### src/rtl/log_arb_pkg.sv
// -----------------------------------------------------------------------------
// log_arb_pkg
// Shared definitions for the two-source log line arbiter.
//   arb_state_e : arbiter FSM encoding (IDLE / BUSY / ABORT)
//   CH_START    : '^' opens a line and is the only character that wins a grant
//   CH_END      : '#' closes a line
//   CH_RESYNC   : 8'h0A, emitted on an aborted line so the checker can resync
// -----------------------------------------------------------------------------
package log_arb_pkg;

    typedef enum logic [1:0] {
        ST_IDLE  = 2'd0,
        ST_BUSY  = 2'd1,
        ST_ABORT = 2'd2
    } arb_state_e;

    localparam logic [7:0] CH_START  = 8'h5E;  // '^'
    localparam logic [7:0] CH_END    = 8'h23;  // '#'
    localparam logic [7:0] CH_RESYNC = 8'h0A;

endpackage

### src/rtl/log_line_arbiter.sv
// -----------------------------------------------------------------------------
// log_line_arbiter
// Merges character streams from two log sources onto one line checker, one
// complete line at a time. A source wins the line by presenting '^'; ties are
// broken by a round-robin pointer that flips after every finished or aborted
// line. The granted source owns the output until it sends '#', exceeds
// MAX_LINE characters, or stays idle for STALL_MAX cycles. On an abort a
// single 8'h0A resync character is emitted with line_abort.
//
// Parameters
//   MAX_LINE  : most characters forwarded per line, '^' and '#' included
//   STALL_MAX : consecutive idle cycles of the granted source before abort
//
// Ports
//   clk                     clock, rising edge
//   reset                   synchronous, active-high
//   s0_char/s0_valid        source 0 character stream
//   s0_ready                source 0 character consumed this cycle (comb)
//   s1_char/s1_valid/s1_ready  same for source 1
//   out_char/out_valid      registered forwarded character
//   out_src                 source index owning the current line
//   line_done               pulse coincident with '#' on out_char
//   line_abort              pulse coincident with 8'h0A on out_char
//   busy                    high while a line is open or being aborted
// -----------------------------------------------------------------------------
module log_line_arbiter
    import log_arb_pkg::*;
#(
    parameter int MAX_LINE  = 64,
    parameter int STALL_MAX = 16
) (
    input  logic       clk,
    input  logic       reset,
    input  logic [7:0] s0_char,
    input  logic       s0_valid,
    output logic       s0_ready,
    input  logic [7:0] s1_char,
    input  logic       s1_valid,
    output logic       s1_ready,
    output logic [7:0] out_char,
    output logic       out_valid,
    output logic       out_src,
    output logic       line_done,
    output logic       line_abort,
    output logic       busy
);

    localparam int LW = $clog2(MAX_LINE + 1);
    localparam int SW = $clog2(STALL_MAX + 1);
    localparam logic [LW-1:0] LINE_LIMIT  = LW'(MAX_LINE);
    localparam logic [SW-1:0] STALL_LIMIT = SW'(STALL_MAX);

    arb_state_e    state_q, state_d;
    logic          rr_q, rr_d;
    logic          src_q, src_d;
    logic [LW-1:0] line_cnt_q, line_cnt_d;
    logic [SW-1:0] stall_cnt_q, stall_cnt_d;
    logic [7:0]    out_char_q, out_char_d;
    logic          out_valid_q, out_valid_d;
    logic          line_done_q, line_done_d;
    logic          line_abort_q, line_abort_d;

    // Arbitration inputs: only a '^' makes a source eligible for a grant.
    logic elig0, elig1;
    logic win0, win1;
    assign elig0 = s0_valid && (s0_char == CH_START);
    assign elig1 = s1_valid && (s1_char == CH_START);
    assign win0  = elig0 && (!elig1 || !rr_q);
    assign win1  = elig1 && (!elig0 ||  rr_q);

    // Granted source's stream, as seen while a line is open.
    logic       g_valid;
    logic [7:0] g_char;
    assign g_valid = src_q ? s1_valid : s0_valid;
    assign g_char  = src_q ? s1_char  : s0_char;

    logic [LW-1:0] line_cnt_inc;
    logic [SW-1:0] stall_cnt_inc;
    assign line_cnt_inc  = line_cnt_q + 1'b1;
    assign stall_cnt_inc = stall_cnt_q + 1'b1;

    always_comb begin
        state_d      = state_q;
        rr_d         = rr_q;
        src_d        = src_q;
        line_cnt_d   = line_cnt_q;
        stall_cnt_d  = stall_cnt_q;
        out_char_d   = 8'h00;
        out_valid_d  = 1'b0;
        line_done_d  = 1'b0;
        line_abort_d = 1'b0;
        s0_ready     = 1'b0;
        s1_ready     = 1'b0;

        case (state_q)
            ST_IDLE: begin
                // Anything that is not a '^' is drained and dropped; an
                // eligible source that loses the tie keeps its '^' pending.
                s0_ready = !elig0 || win0;
                s1_ready = !elig1 || win1;
                if (win0 || win1) begin
                    src_d       = win1;
                    out_char_d  = CH_START;
                    out_valid_d = 1'b1;
                    line_cnt_d  = LW'(1);
                    stall_cnt_d = '0;
                    // A one-character limit is already exhausted by the '^'.
                    state_d     = (MAX_LINE == 1) ? ST_ABORT : ST_BUSY;
                end
            end

            ST_BUSY: begin
                s0_ready = !src_q;
                s1_ready =  src_q;
                if (g_valid) begin
                    out_char_d  = g_char;
                    out_valid_d = 1'b1;
                    line_cnt_d  = line_cnt_inc;
                    stall_cnt_d = '0;
                    // '#' is tested first so a '#' landing exactly on the
                    // limit completes the line instead of aborting it.
                    if (g_char == CH_END) begin
                        line_done_d = 1'b1;
                        rr_d        = ~src_q;
                        state_d     = ST_IDLE;
                    end else if (line_cnt_inc == LINE_LIMIT) begin
                        state_d = ST_ABORT;
                    end
                end else begin
                    stall_cnt_d = stall_cnt_inc;
                    // Compare the incremented value so the abort cycle
                    // directly follows the last tolerated idle cycle.
                    if (stall_cnt_inc == STALL_LIMIT) begin
                        state_d = ST_ABORT;
                    end
                end
            end

            ST_ABORT: begin
                out_char_d   = CH_RESYNC;
                out_valid_d  = 1'b1;
                line_abort_d = 1'b1;
                rr_d         = ~src_q;
                line_cnt_d   = '0;
                stall_cnt_d  = '0;
                state_d      = ST_IDLE;
            end

            default: begin
                state_d = ST_IDLE;
            end
        endcase

        // Readys are combinational, so hold them low while reset is asserted
        // rather than waiting for the state register to clear.
        if (reset) begin
            s0_ready = 1'b0;
            s1_ready = 1'b0;
        end
    end

    always_ff @(posedge clk) begin
        if (reset) begin
            state_q      <= ST_IDLE;
            rr_q         <= 1'b0;
            src_q        <= 1'b0;
            line_cnt_q   <= '0;
            stall_cnt_q  <= '0;
            out_char_q   <= 8'h00;
            out_valid_q  <= 1'b0;
            line_done_q  <= 1'b0;
            line_abort_q <= 1'b0;
        end else begin
            state_q      <= state_d;
            rr_q         <= rr_d;
            src_q        <= src_d;
            line_cnt_q   <= line_cnt_d;
            stall_cnt_q  <= stall_cnt_d;
            out_char_q   <= out_char_d;
            out_valid_q  <= out_valid_d;
            line_done_q  <= line_done_d;
            line_abort_q <= line_abort_d;
        end
    end

    assign out_char   = out_char_q;
    assign out_valid  = out_valid_q;
    assign out_src    = src_q;
    assign line_done  = line_done_q;
    assign line_abort = line_abort_q;
    assign busy       = !reset && (state_q != ST_IDLE);

endmodule

### config.mk
export PLATFORM = sky130hd
export DESIGN_NAME = log_line_arbiter
export DESIGN_NICKNAME = d
export VERILOG_FILES = /design/src/rtl/log_arb_pkg.sv /design/src/rtl/log_line_arbiter.sv
export SDC_FILE = /design/constraint.sdc
export NUM_CORES = 1
export LEC_CHECK = 0
export CAP_MARGIN = 20
export CELL_PAD_IN_SITES_DETAIL_PLACEMENT = 1
export CELL_PAD_IN_SITES_GLOBAL_PLACEMENT = 1
export CORE_MARGIN = 2
export CORE_UTILIZATION = 33
export DETAILED_ROUTE_END_ITERATION = 6
export PLACE_DENSITY_LB_ADDON = 0.2
export SKIP_CTS_REPAIR_TIMING = 1
export SLEW_MARGIN = 40
export SYNTH_ARGS = -nofsm -noshare
export SYNTH_HDL_FRONTEND = slang
export SYNTH_SLANG_ARGS = --single-unit
export TNS_END_PERCENT = 50
### constraint.sdc
create_clock -name clk -period 2.3 [get_ports clk]
set_input_delay 0.46 -clock clk [delete_from_list [all_inputs] [get_ports clk]]
set_output_delay 0.46 -clock clk [all_outputs]
set_load 0.02 [all_outputs]
### Word level (Yosys, flattened, before mapping)

Cells that the tools add are included.

* output and inout bits: 15
* bits in registers: 27
* word-level logic and storage cells: 80
* input bits: 20

* reductions and logical operators: 25
* bitwise operators: 3
* add/sub/neg operators: 2
* equality and inequality tests: 12
* mux-type cells: 29

Operators with widths (count)
* case mux 8 bit (3 select lines): 1
* 2-to-1 mux 7 bit: 3
* case mux 7 bit (3 select lines): 1
* equality test 8 x 7 -> 1 bit, second input constant: 2
* 2-to-1 mux 8 bit: 2
* case mux 5 bit (3 select lines): 1
* 2-to-1 mux 2 bit: 5
* 2-to-1 mux 5 bit: 2
* 2-to-1 mux 1 bit: 9
* AND reduction 3 bit: 3
* equality test 8 x 6 -> 1 bit, second input constant: 1
* adder 7 x 1 -> 7 bit, second input constant: 1
* equality test 7 bit, second input constant: 1
* != test 2 bit, second input constant: 3
* case mux 1 bit (2 select lines): 3
* adder 5 x 1 -> 5 bit, second input constant: 1
* equality test 5 bit, second input constant: 1
* logical AND 1 bit: 5
* logical NOT 1 bit: 5
* logical OR 1 bit: 5
* != test 4 bit, second input constant: 1
* case mux 2 bit (2 select lines): 1
* AND reduction 2 bit: 2
* nonzero test 2 bit: 2
* 8 further kinds: 10

### Depth between registers and ports, before layout

Gate-level depths: netlist (run 1).

* word-level depth: 8
* gate-level depth with buffers: 7
* mapped depth without buffers: 6

### Worst setup path after synthesis (run 1)

Ideal clock, no wire load.

* path kind: input port to flip-flop
* start: input port s0_char[0]
* end: register stall_cnt_q[4]
* path slack: 0.141 ns
* cell stages on the path: 6
* data arrival time: 2.089 ns
* path buffers: 1
* required time: 2.230 ns
* library setup time: 0.070 ns
* path through: nand4b_1 > or4_4 > buf_6 > a31o_4 > or4_1 > a21oi_1

* cells in the longest elaborated chain, start to end: 8
* elaborated cells on any way between the ends: 9
* those cells by class: eq/ne (2); reduce/logical (7)

Ends and longest elaborated chain
* start: declaration: line log_line_arbiter.sv:34 `input logic [7:0] s0_char,`
* equality test 8 x 7 -> 1 bit *: line log_line_arbiter.sv:66 `assign elig0 = s0_valid && (s0_char == CH_START);`
* logical AND 1 bit *: line log_line_arbiter.sv:66
* logical NOT 1 bit: line log_line_arbiter.sv:69 `assign win1 = elig1 && (!elig0 || rr_q);`
* logical OR 1 bit: line log_line_arbiter.sv:69
* logical AND 1 bit: line log_line_arbiter.sv:69
* logical OR 1 bit *: line log_line_arbiter.sv:101 `if (win0 || win1) begin`
* != test 2 bit (no line) *
* AND reduction 2 bit (no line) *
* end signal: assignment: line log_line_arbiter.sv:178 `stall_cnt_q <= stall_cnt_d;`
* end: declaration: line log_line_arbiter.sv:57 `logic [SW-1:0] stall_cnt_q, stall_cnt_d;`

Mark *: on every way between the ends. The rest lies on a longest branch, timed or not.
A chain may end at the register's enable or synchronous reset.

### Final worst setup path (run 1)

* start: input port s0_char[0]
* end: output port s1_ready

* cells in the longest elaborated chain, start to end: 8

Ends and longest elaborated chain
* equality test 8 x 7 -> 1 bit: line log_line_arbiter.sv:66
* logical AND 1 bit: line log_line_arbiter.sv:66
* logical NOT 1 bit: line log_line_arbiter.sv:69
* logical OR 1 bit: line log_line_arbiter.sv:69
* logical AND 1 bit: line log_line_arbiter.sv:69
* logical OR 1 bit: line log_line_arbiter.sv:100 `s1_ready = !elig1 || win1;`
* case mux 1 bit (2 select lines): line log_line_arbiter.sv:95 `case (state_q)`
* 2-to-1 mux 1 bit: line log_line_arbiter.sv:156 `if (reset) begin`
* end: declaration: line log_line_arbiter.sv:39 `output logic s1_ready,`

Every way passes these cells.

==> impl_metrics.json, run 1 <==
{
  "areaGrowthSynthToFinish_pct": 46.4,
  "grt-ovfl-total": 0,
  "endpoint_kind": "primary output",
  "drc": 0,
  "max_freq_mhz": 449,
  "synth_area_sq_mm": 0.00158,
  "grt_pass1_vias": 1735,
  "first_pass_iters": 4,
  "path_clk_slew_ns": 0.10,
  "cts_buffer_depth": 2,
  "ant_nets": 0,
  "final_cell_mix": "32 x buf_4, 27 x dfxtp_1, 25 x nand2_1",
  "vias_per_cell": 5.47,
  "drtIter0Drc": 53,
  "hold_violations": 0,
  "h-tree-depth": 1,
  "async_flop_share_pct": 0,
  "ys_ff_latch": 27,
  "grt_max_degree": 17,
  "layout.area.seq_sq_um": 541,
  "place.gp.congestion": 0.855,
  "synth_nets": 216,
  "ir_drop_v": 0.000277,
  "slew_headroom_pct": 63.8,
  "placementRows": 25,
  "worst_pin_slew_ns": 0.540,
  "syn_area_per_cell_sq_um": 8.37,
  "min_period_ns": 2.23,
  "cp_max_fo": 2,
  "placed_cell_area_sq_mm": 0.00216,
  "numPortBuffers": 34,
  "worstPathArrival_ns": 1.77,
  "final_common_cell": "buf_4",
  "fill_cells": 546,
  "crit_type": "in -> out",
  "die_width_microns": 73.3,
  "slowest_stage": "or4_4",
  "layout-drive-gt1-share_pct": 25.8,
  "dieArea_sq_mm": 0.00537,
  "numCtsBuffers": 3,
  "wirelength_mm": 5.29,
  "hold_class": "in -> reg",
  "grt.total_usage_pct": 19.0,
  "design.portCount": 35,
  "clock-sinks": 27,
  "antenna_found_initial": 0,
  "synth-edff-count": 0,
  "die_h_microns": 73.3,
  "cp-start-kind": "primary input",
  "fin_nets": 280,
  "synth_flop_cell": "dfxtp_1",
  "leakage_uw": 0.00104,
  "via_count": 1674,
  "synth_seq_area_share_pct": 34.2,
  "antenna_cells": 0,
  "slew_violations": 0,
  "clock_latency_ns": 0.27,
  "syn_inst": 189,
  "setup_violations": 0,
  "ctsRootBufferMaster": "clkbuf_8",
  "holdWs_ns": 0.479,
  "multi_input_area_sq_mm": 0.00103,
  "cts_tree": "yes",
  "fin_util_pct": 49.7,
  "synth.distinct_cells": 45,
  "rsz0062_at_grt": "false",
  "start_util_pct": 34.0,
  "power.density_mw_per_mm2": 627,
  "clock_skew_ns": 0.00333,
  "cap_violations": 0,
  "coreArea_sq_mm": 0.00466,
  "ys_warn_count": 0,
  "design_area_sq_mm": 0.00232,
  "crit_required_ns": 1.84,
  "final.period_utilization_pct": 96.8,
  "grt_pass1_wl_mm": 7.93,
  "outcome": "finished clean",
  "critPathMaxStageDelay_ns": 0.56,
  "dp_hpwl_mm": 4.00,
  "avgRoutedWirePerCell_microns": 17.3,
  "crit_chain": "clkbuf_2 -> nand4b_1 -> or4_4 -> o31ai_4 -> a21oi_2 -> buf_4"
}
stage by stage:
stage          worst slack [ns]  setup TNS (ns)  total power [uW]  instances
4_1_cts                  -0.671           -1.93              1440        305
5_1_grt                  0.0174               0              1540        306
3_3_place_gp             -0.626           -4.82              1140        301
2_1_floorplan             0.141               0               886        189
3_5_place_dp             -0.665           -5.77              1160        301
6_report                 0.0729               0              1450        306
cell type report:
cell class | instances | area share [%]
Tap cell | 54 | 2.92
Inverter | 5 | 0.810
Clock inverter | 1 | 0.324
Clock buffer | 3 | 1.78
Timing Repair Buffer | 65 | 26.4
Sequential cell | 27 | 23.3
Multi-Input combinational cell | 151 | 44.4
path summary, 6_finish.rpt:
path / slack [ns] / cells past startpoint / to / startpoint
setup / recovery: 0.07 / 6 / s1_ready / s0_char[0]
hold reg to reg: 0.52 / 2 / stall_cnt_q[4]$_SDFFE_PP0P_ / stall_cnt_q[4]$_SDFFE_PP0P_
setup reg to reg: 0.17 / 5 / state_q[1]$_SDFFE_PP0P_ / line_cnt_q[2]$_SDFFE_PP0P_
hold / removal: 0.48 / 3 / out_char[7]$_SDFF_PP0_ / s0_char[7]
flip-flops by register name, summed over array words and instances (netlist names):
| signal | cells |
|---|---|
| out_char | 8 |
| out_valid | 1 |
| out_src | 1 |
| line_abort | 1 |
| line_done | 1 |
| line_cnt_q | 7 |
| rr_q | 1 |
| state_q | 2 |
| stall_cnt_q | 5 |
layer usage:
layer | GRT usage [%] | vias up | share of wire (%)
li1 | - | 812 | -
met1 | 21.4 | 818 | 40
met2 | 36.5 | 36 | 55
met3 | 2.61 | 8 | 3.0
met4 | 5.35 | 0 | 1.8
met5 | 0 | - | 0
synthesized netlist by cell type (2+ instances only):
| master | instances | share of area, % |
|---|---|---|
| inv_1 | 5 | 1.2 |
| nor4_1 | 2 | 0.79 |
| nand2_1 | 28 | 6.6 |
| and2_1 | 2 | 0.79 |
| nand2b_1 | 2 | 0.79 |
| or3b_2 | 2 | 1.1 |
| buf_6 | 2 | 1.4 |
| a21oi_1 | 17 | 5.4 |
| mux2i_1 | 7 | 4.4 |
| mux2_2 | 3 | 2.1 |
| ha_1 | 7 | 5.5 |
| nor2b_1 | 4 | 1.6 |
| nand3_1 | 11 | 3.5 |
| or2_2 | 4 | 1.6 |
| o31ai_1 | 4 | 1.9 |
| nand4b_1 | 3 | 1.7 |
| nor2_1 | 15 | 3.6 |
| or4_4 | 2 | 1.4 |
| o211ai_1 | 2 | 0.95 |
| and3_1 | 2 | 0.79 |
| dfxtp_1 | 27 | 34 |
| o21ai_0 | 12 | 3.8 |
| or4_1 | 4 | 1.9 |
cell families after synthesis:
family / after synthesis / share of synthesized area (%)
AND/OR/NAND/NOR: 89 / 30.7
flip-flops: 27 / 34.2
multiplexers: 10 / 6.56
AO/OA/AOI/OAI: 45 / 18.7
buffers and inverters: 11 / 4.43
adder cells (fa/ha/maj): 7 / 5.53
critical path: cells and delay by family:
family	cells	cell delay [ns]
compound gates	2	0.30
buf+inv	2	0.25
simple gates	2	0.75
power breakdown:
group | total, uW | switching, uW | internal [uW]
clock | 283 | 160 | 123
sequential | 544 | 36.1 | 508
combinational | 626 | 334 | 292
total | 1450 | 531 | 923
Note: power is estimated with default switching activity, not from simulation.
==> run 2, diff against run 1 <==
--- a/config.mk
+++ b/config.mk
@@ -9,7 +9,7 @@
 export CELL_PAD_IN_SITES_DETAIL_PLACEMENT = 1
 export CELL_PAD_IN_SITES_GLOBAL_PLACEMENT = 1
 export CORE_MARGIN = 2
-export CORE_UTILIZATION = 33
+export CORE_UTILIZATION = 40
 export DETAILED_ROUTE_END_ITERATION = 6
 export PLACE_DENSITY_LB_ADDON = 0.2
 export SKIP_CTS_REPAIR_TIMING = 1
==> constraint.sdc (replaced) <==
create_clock -name clk -period 2.86 [get_ports clk]
set_input_delay 0.572 -clock clk [delete_from_list [all_inputs] [get_ports clk]]
set_output_delay 0.572 -clock clk [all_outputs]
set_load 0.02 [all_outputs]
==> impl_metrics.json, run 2 (synthesized netlist as in run 1, its figures left out) <==
{
  "violations": "setup timing",
  "first_pass_iters": 4,
  "place.gp.congestion": 0.896,
  "worstPathArrival_ns": 2.36,
  "power.density_mw_per_mm2": 527,
  "grt_pass1_vias": 1740,
  "worst_pin_slew_ns": 0.688,
  "slew_headroom_pct": 53.7,
  "hold_class": "reg -> reg",
  "ant_nets": 0,
  "antenna_cells": 0,
  "areaGrowthSynthToFinish_pct": 37.0,
  "numCtsBuffers": 3,
  "grt_pass1_wl_mm": 8.04,
  "outcome": "complete, but fails checks",
  "crit_required_ns": 2.29,
  "slew_violations": 0,
  "grtUsageMet1_pct": 26.9,
  "placementRows": 22,
  "min_period_ns": 2.93,
  "drtIter0Drc": 73,
  "antenna_found_initial": 0,
  "drc": 0,
  "fin_ws_ns": -0.0737,
  "cp_max_fo": 2,
  "die_width_microns": 66.9,
  "clock_skew_ns": 0.00360,
  "coreArea_sq_mm": 0.00374,
  "leakage_uw": 0.000828,
  "fin_nets": 269,
  "die_h_microns": 66.9,
  "final_common_cell": "clkdlybuf4s50_1",
  "numPortBuffers": 34,
  "dp_hpwl_mm": 3.85,
  "cts_tree": "yes",
  "power_uw": 1140,
  "wirelength_mm": 4.98,
  "setup_violations": 1,
  "crit_type": "in -> out",
  "h-tree-depth": 1,
  "critPathMaxStageDelay_ns": 0.54,
  "dieArea_sq_mm": 0.00448,
  "grt_use_met2_pct": 43.9,
  "crit_chain": "clkdlybuf4s50_1 -> nand4b_1 -> or4_4 -> o31ai_2 -> a21oi_1 -> dlymetal6s2s_1",
  "grt.total_usage_pct": 23.7,
  "grt-ovfl-total": 0,
  "fin_cells": 289,
  "design.portCount": 35,
  "rsz0062_at_grt": "true",
  "largest_reg_flops": 8,
  "avgRoutedWirePerCell_microns": 17.2,
  "holdWs_ns": 0.519,
  "grt_max_degree": 16,
  "max_freq_mhz": 341,
  "cp-start-kind": "primary input",
  "slowest_stage": "or4_4",
  "dpl.cell_count": 285,
  "ir_drop_v": 0.000218,
  "cts_buffer_depth": 2,
  "final_cell_mix": "32 x clkdlybuf4s50_1, 28 x nand2_1, 27 x dfxtp_1",
  "layout-drive-gt1-share_pct": 17.8,
  "start_util_pct": 42.3,
  "vias_per_cell": 5.64,
  "clock_latency_ns": 0.27,
  "top_usage_layer": "met2",
  "path_clk_slew_ns": 0.09,
  "grt_use_met3_pct": 3.72,
  "ctsRootBufferMaster": "clkbuf_8",
  "final.period_utilization_pct": 103,
  "cap_violations": 0,
  "via_count": 1629,
  "clock-sinks": 27,
  "endpoint_kind": "primary output",
  "setup_tns_ns": -0.0737,
  "hold_violations": 0
}
## run 2: power breakdown
part / total (uW) / internal (uW) / switching, uW
combinational: 487 / 216 / 271
clock: 219 / 97.6 / 121
sequential: 437 / 408 / 29.2
total: 1140 / 721 / 421
## run 2: per-layer routing
metal / routed length [microns] / up-vias / share of wire [%]
li1: - / 791 / -
met2: 2670 / 37 / 54
met1: 2080 / 791 / 42
met4: 95 / 0 / 1.9
met3: 133 / 10 / 2.7
met5: 0 / - / 0
## run 2: per-stage QoR
stage / instance area, sq um / setup slack, ns / utilization [%]
3_3_place_gp: 2080 / -0.303 / 55.6
2_1_floorplan: 1580 / 0.559 / -
6_report: 2170 / -0.0737 / 57.9
4_1_cts: 2130 / -0.397 / 56.9
5_1_grt: 2170 / -0.136 / 57.9
3_5_place_dp: 2080 / -0.330 / 55.6
## run 2: final timing paths
kind	cells past startpoint	endpoint	slack, ns	startpoint
worst max-delay path	6	s1_ready	-0.07	s0_valid
worst min-delay path	2	stall_cnt_q[4]$_SDFFE_PP0P_	0.52	stall_cnt_q[4]$_SDFFE_PP0P_
worst max register to register	5	state_q[1]$_SDFFE_PP0P_	0.57	out_src$_SDFFE_PP0N_
worst min register to register	2	stall_cnt_q[4]$_SDFFE_PP0P_	0.52	stall_cnt_q[4]$_SDFFE_PP0P_
## run 2: critical path, delay by kind of cell
kind                   cells  cell delay (ns)
AND/OR/NAND/NOR            2             0.75
buffers and inverters      2             0.72
AO/OA/AOI/OAI              2             0.32
## run 2: layout make-up
type                    count  area, sq um
repair buffers             54          495
clock buffers               3         41.3
well taps                  48         60.1
multi-input cells         151         1010
clock inverters             1         5.00
inverters                   5         18.8
flip-flops and latches     27          541
fillers                   468         1580
==> run 3, diff against run 2 <==
--- a/config.mk
+++ b/config.mk
@@ -8,9 +8,10 @@
 export CAP_MARGIN = 20
 export CELL_PAD_IN_SITES_DETAIL_PLACEMENT = 1
 export CELL_PAD_IN_SITES_GLOBAL_PLACEMENT = 1
-export CORE_MARGIN = 2
+export CORE_MARGIN = 3
 export CORE_UTILIZATION = 40
 export DETAILED_ROUTE_END_ITERATION = 6
+export MAX_ROUTING_LAYER = met4
 export PLACE_DENSITY_LB_ADDON = 0.2
 export SKIP_CTS_REPAIR_TIMING = 1
 export SLEW_MARGIN = 40
==> impl_metrics.json, run 3 (synthesized netlist as in run 1, its figures left out) <==
{
  "endpoint_kind": "primary output",
  "critPathMaxStageDelay_ns": 0.52,
  "numPortBuffers": 34,
  "ctsRootBufferMaster": "clkbuf_8",
  "hold_class": "reg -> reg",
  "power_uw": 1130,
  "combPwrFrac_pct": 40.7,
  "power.density_mw_per_mm2": 532,
  "first_pass_iters": 4,
  "wirelength_mm": 4.86,
  "ant_nets": 0,
  "placed_cell_area_sq_mm": 0.00204,
  "drtIter0Drc": 86,
  "critPathBufInv": 3,
  "grt_pass1_wl_mm": 7.94,
  "leakage_uw": 0.000794,
  "path_clk_slew_ns": 0.10,
  "coreArea_sq_mm": 0.00374,
  "ir_drop_v": 0.000225,
  "slew_violations": 0,
  "reg2reg_slack_ns": 0.56,
  "final_cell_mix": "32 x clkdlybuf4s50_1, 28 x nand2_1, 27 x dfxtp_1",
  "drc": 0,
  "cp_max_fo": 3,
  "max_freq_mhz": 357,
  "final_common_cell": "clkdlybuf4s50_1",
  "slew_headroom_pct": 46.9,
  "design.portCount": 35,
  "dieArea_sq_mm": 0.00475,
  "clkPwrFrac_pct": 20.5,
  "layout-drive-gt1-share_pct": 16.9,
  "dp_hpwl_mm": 3.70,
  "grt-ovfl-total": 0,
  "via_count": 1624,
  "crit_type": "in -> out",
  "grt.total_usage_pct": 22.6,
  "largest_reg_flops": 8,
  "cap_violations": 0,
  "final.period_utilization_pct": 98.1,
  "areaGrowthSynthToFinish_pct": 34.8,
  "place.gp.congestion": 0.874,
  "slowest_stage": "clkdlybuf4s50_1",
  "clock_latency_ns": 0.28,
  "design_area_sq_mm": 0.00213,
  "fill_cells": 469,
  "h-tree-depth": 1,
  "setup_violations": 0,
  "critPathTopFamily": "buffers and inverters",
  "cp-start-kind": "primary input",
  "switchingPower_uw": 427,
  "grt_max_degree": 17,
  "antenna_cells": 0,
  "antenna_found_initial": 0,
  "min_period_ns": 2.80,
  "avgRoutedWirePerCell_microns": 17.1,
  "cts_buffer_depth": 2,
  "numCtsBuffers": 3,
  "intPower_uw": 707,
  "grt_pass1_vias": 1693,
  "cts_tree": "yes",
  "power_switching_share_pct": 37.6,
  "die_width_microns": 68.9,
  "pwr-share-seq_pct": 38.8,
  "clock_skew_ns": 0.00353,
  "clock-sinks": 27,
  "worst_pin_slew_ns": 0.790,
  "worstPathArrival_ns": 2.23,
  "vias_per_cell": 5.70,
  "placementRows": 22,
  "hold_violations": 0,
  "die_h_microns": 68.9,
  "fin_util_pct": 57.0,
  "outcome": "finished clean",
  "fin_nets": 265,
  "crit_required_ns": 2.29,
  "start_util_pct": 42.3,
  "crit_chain": "clkdlybuf4s50_1 -> nand4b_1 -> buf_4 -> nor4_4 -> nand3_1 -> a2bb2oi_1 -> nor2_1 -> dlymetal6s2s_1"
}
run 3: changes by cell type in the layout (fill, tap and decap cells not counted), sizes merged:
cell / previous run / this run
clkinv: 1 / 0
dlymetal6s2s: 2 / 1
clkbuf: 3 / 4
clkinvlp: 0 / 1
buf: 20 / 16
run 3: final timing paths:
path / depth (start not counted) / end / from
worst max-delay path: 8 / s0_ready / s0_char[4]
worst min-delay path: 1 / line_cnt_q[6]$_SDFFE_PP0P_ / line_cnt_q[6]$_SDFFE_PP0P_
worst max register to register: 5 / state_q[1]$_SDFFE_PP0P_ / out_src$_SDFFE_PP0N_
worst min register to register: 1 / line_cnt_q[6]$_SDFFE_PP0P_ / line_cnt_q[6]$_SDFFE_PP0P_
run 3: cell type report:
type	instances	area, sq um	share of cell area [%]
multi-input cells	151	1010	47.2
flip-flops and latches	27	541	25.3
repair buffers	50	458	21.5
well taps	48	60.1	2.82
clock buffers	3	41.3	1.94
inverters	5	18.8	0.880
clock inverters	1	7.51	0.352
run 3: per-layer routing:
layer	vias up	wire length, microns	GRT usage [%]
met5	-	0	-
met4	0	77	4.38
met3	10	120	2.76
met2	38	2570	42.4
met1	794	2090	25.8
li1	782	-	-
run 3: power groups by stage:
stage / logic, uW / registers [uW] / clock network [uW]
after floorplan: 263 / 450 / 0
after global routing: 504 / 443 / 259
after CTS: 458 / 439 / 233
final: 462 / 440 / 233
after detailed placement: 451 / 446 / 0
after global placement: 438 / 442 / 0
run 3: worst register-to-register path, delay by kind of cell (launching register included):
family	cells	cell delay, ns
simple gates	3	0.90
flops	1	0.74
mux	1	0.35
compound gates	1	0.20
run 3: per-stage QoR:
step | cells | TNS [ns] | hold slack, ns | setup WS [ns]
2_1_floorplan | 189 | 0 | 0.444 | 0.559
3_3_place_gp | 280 | -0.553 | 0.467 | -0.302
3_5_place_dp | 280 | -0.788 | 0.487 | -0.373
4_1_cts | 284 | -0.730 | 0.504 | -0.383
5_1_grt | 285 | -0.0657 | 0.547 | -0.0447
6_report | 285 | 0 | 0.512 | 0.0552
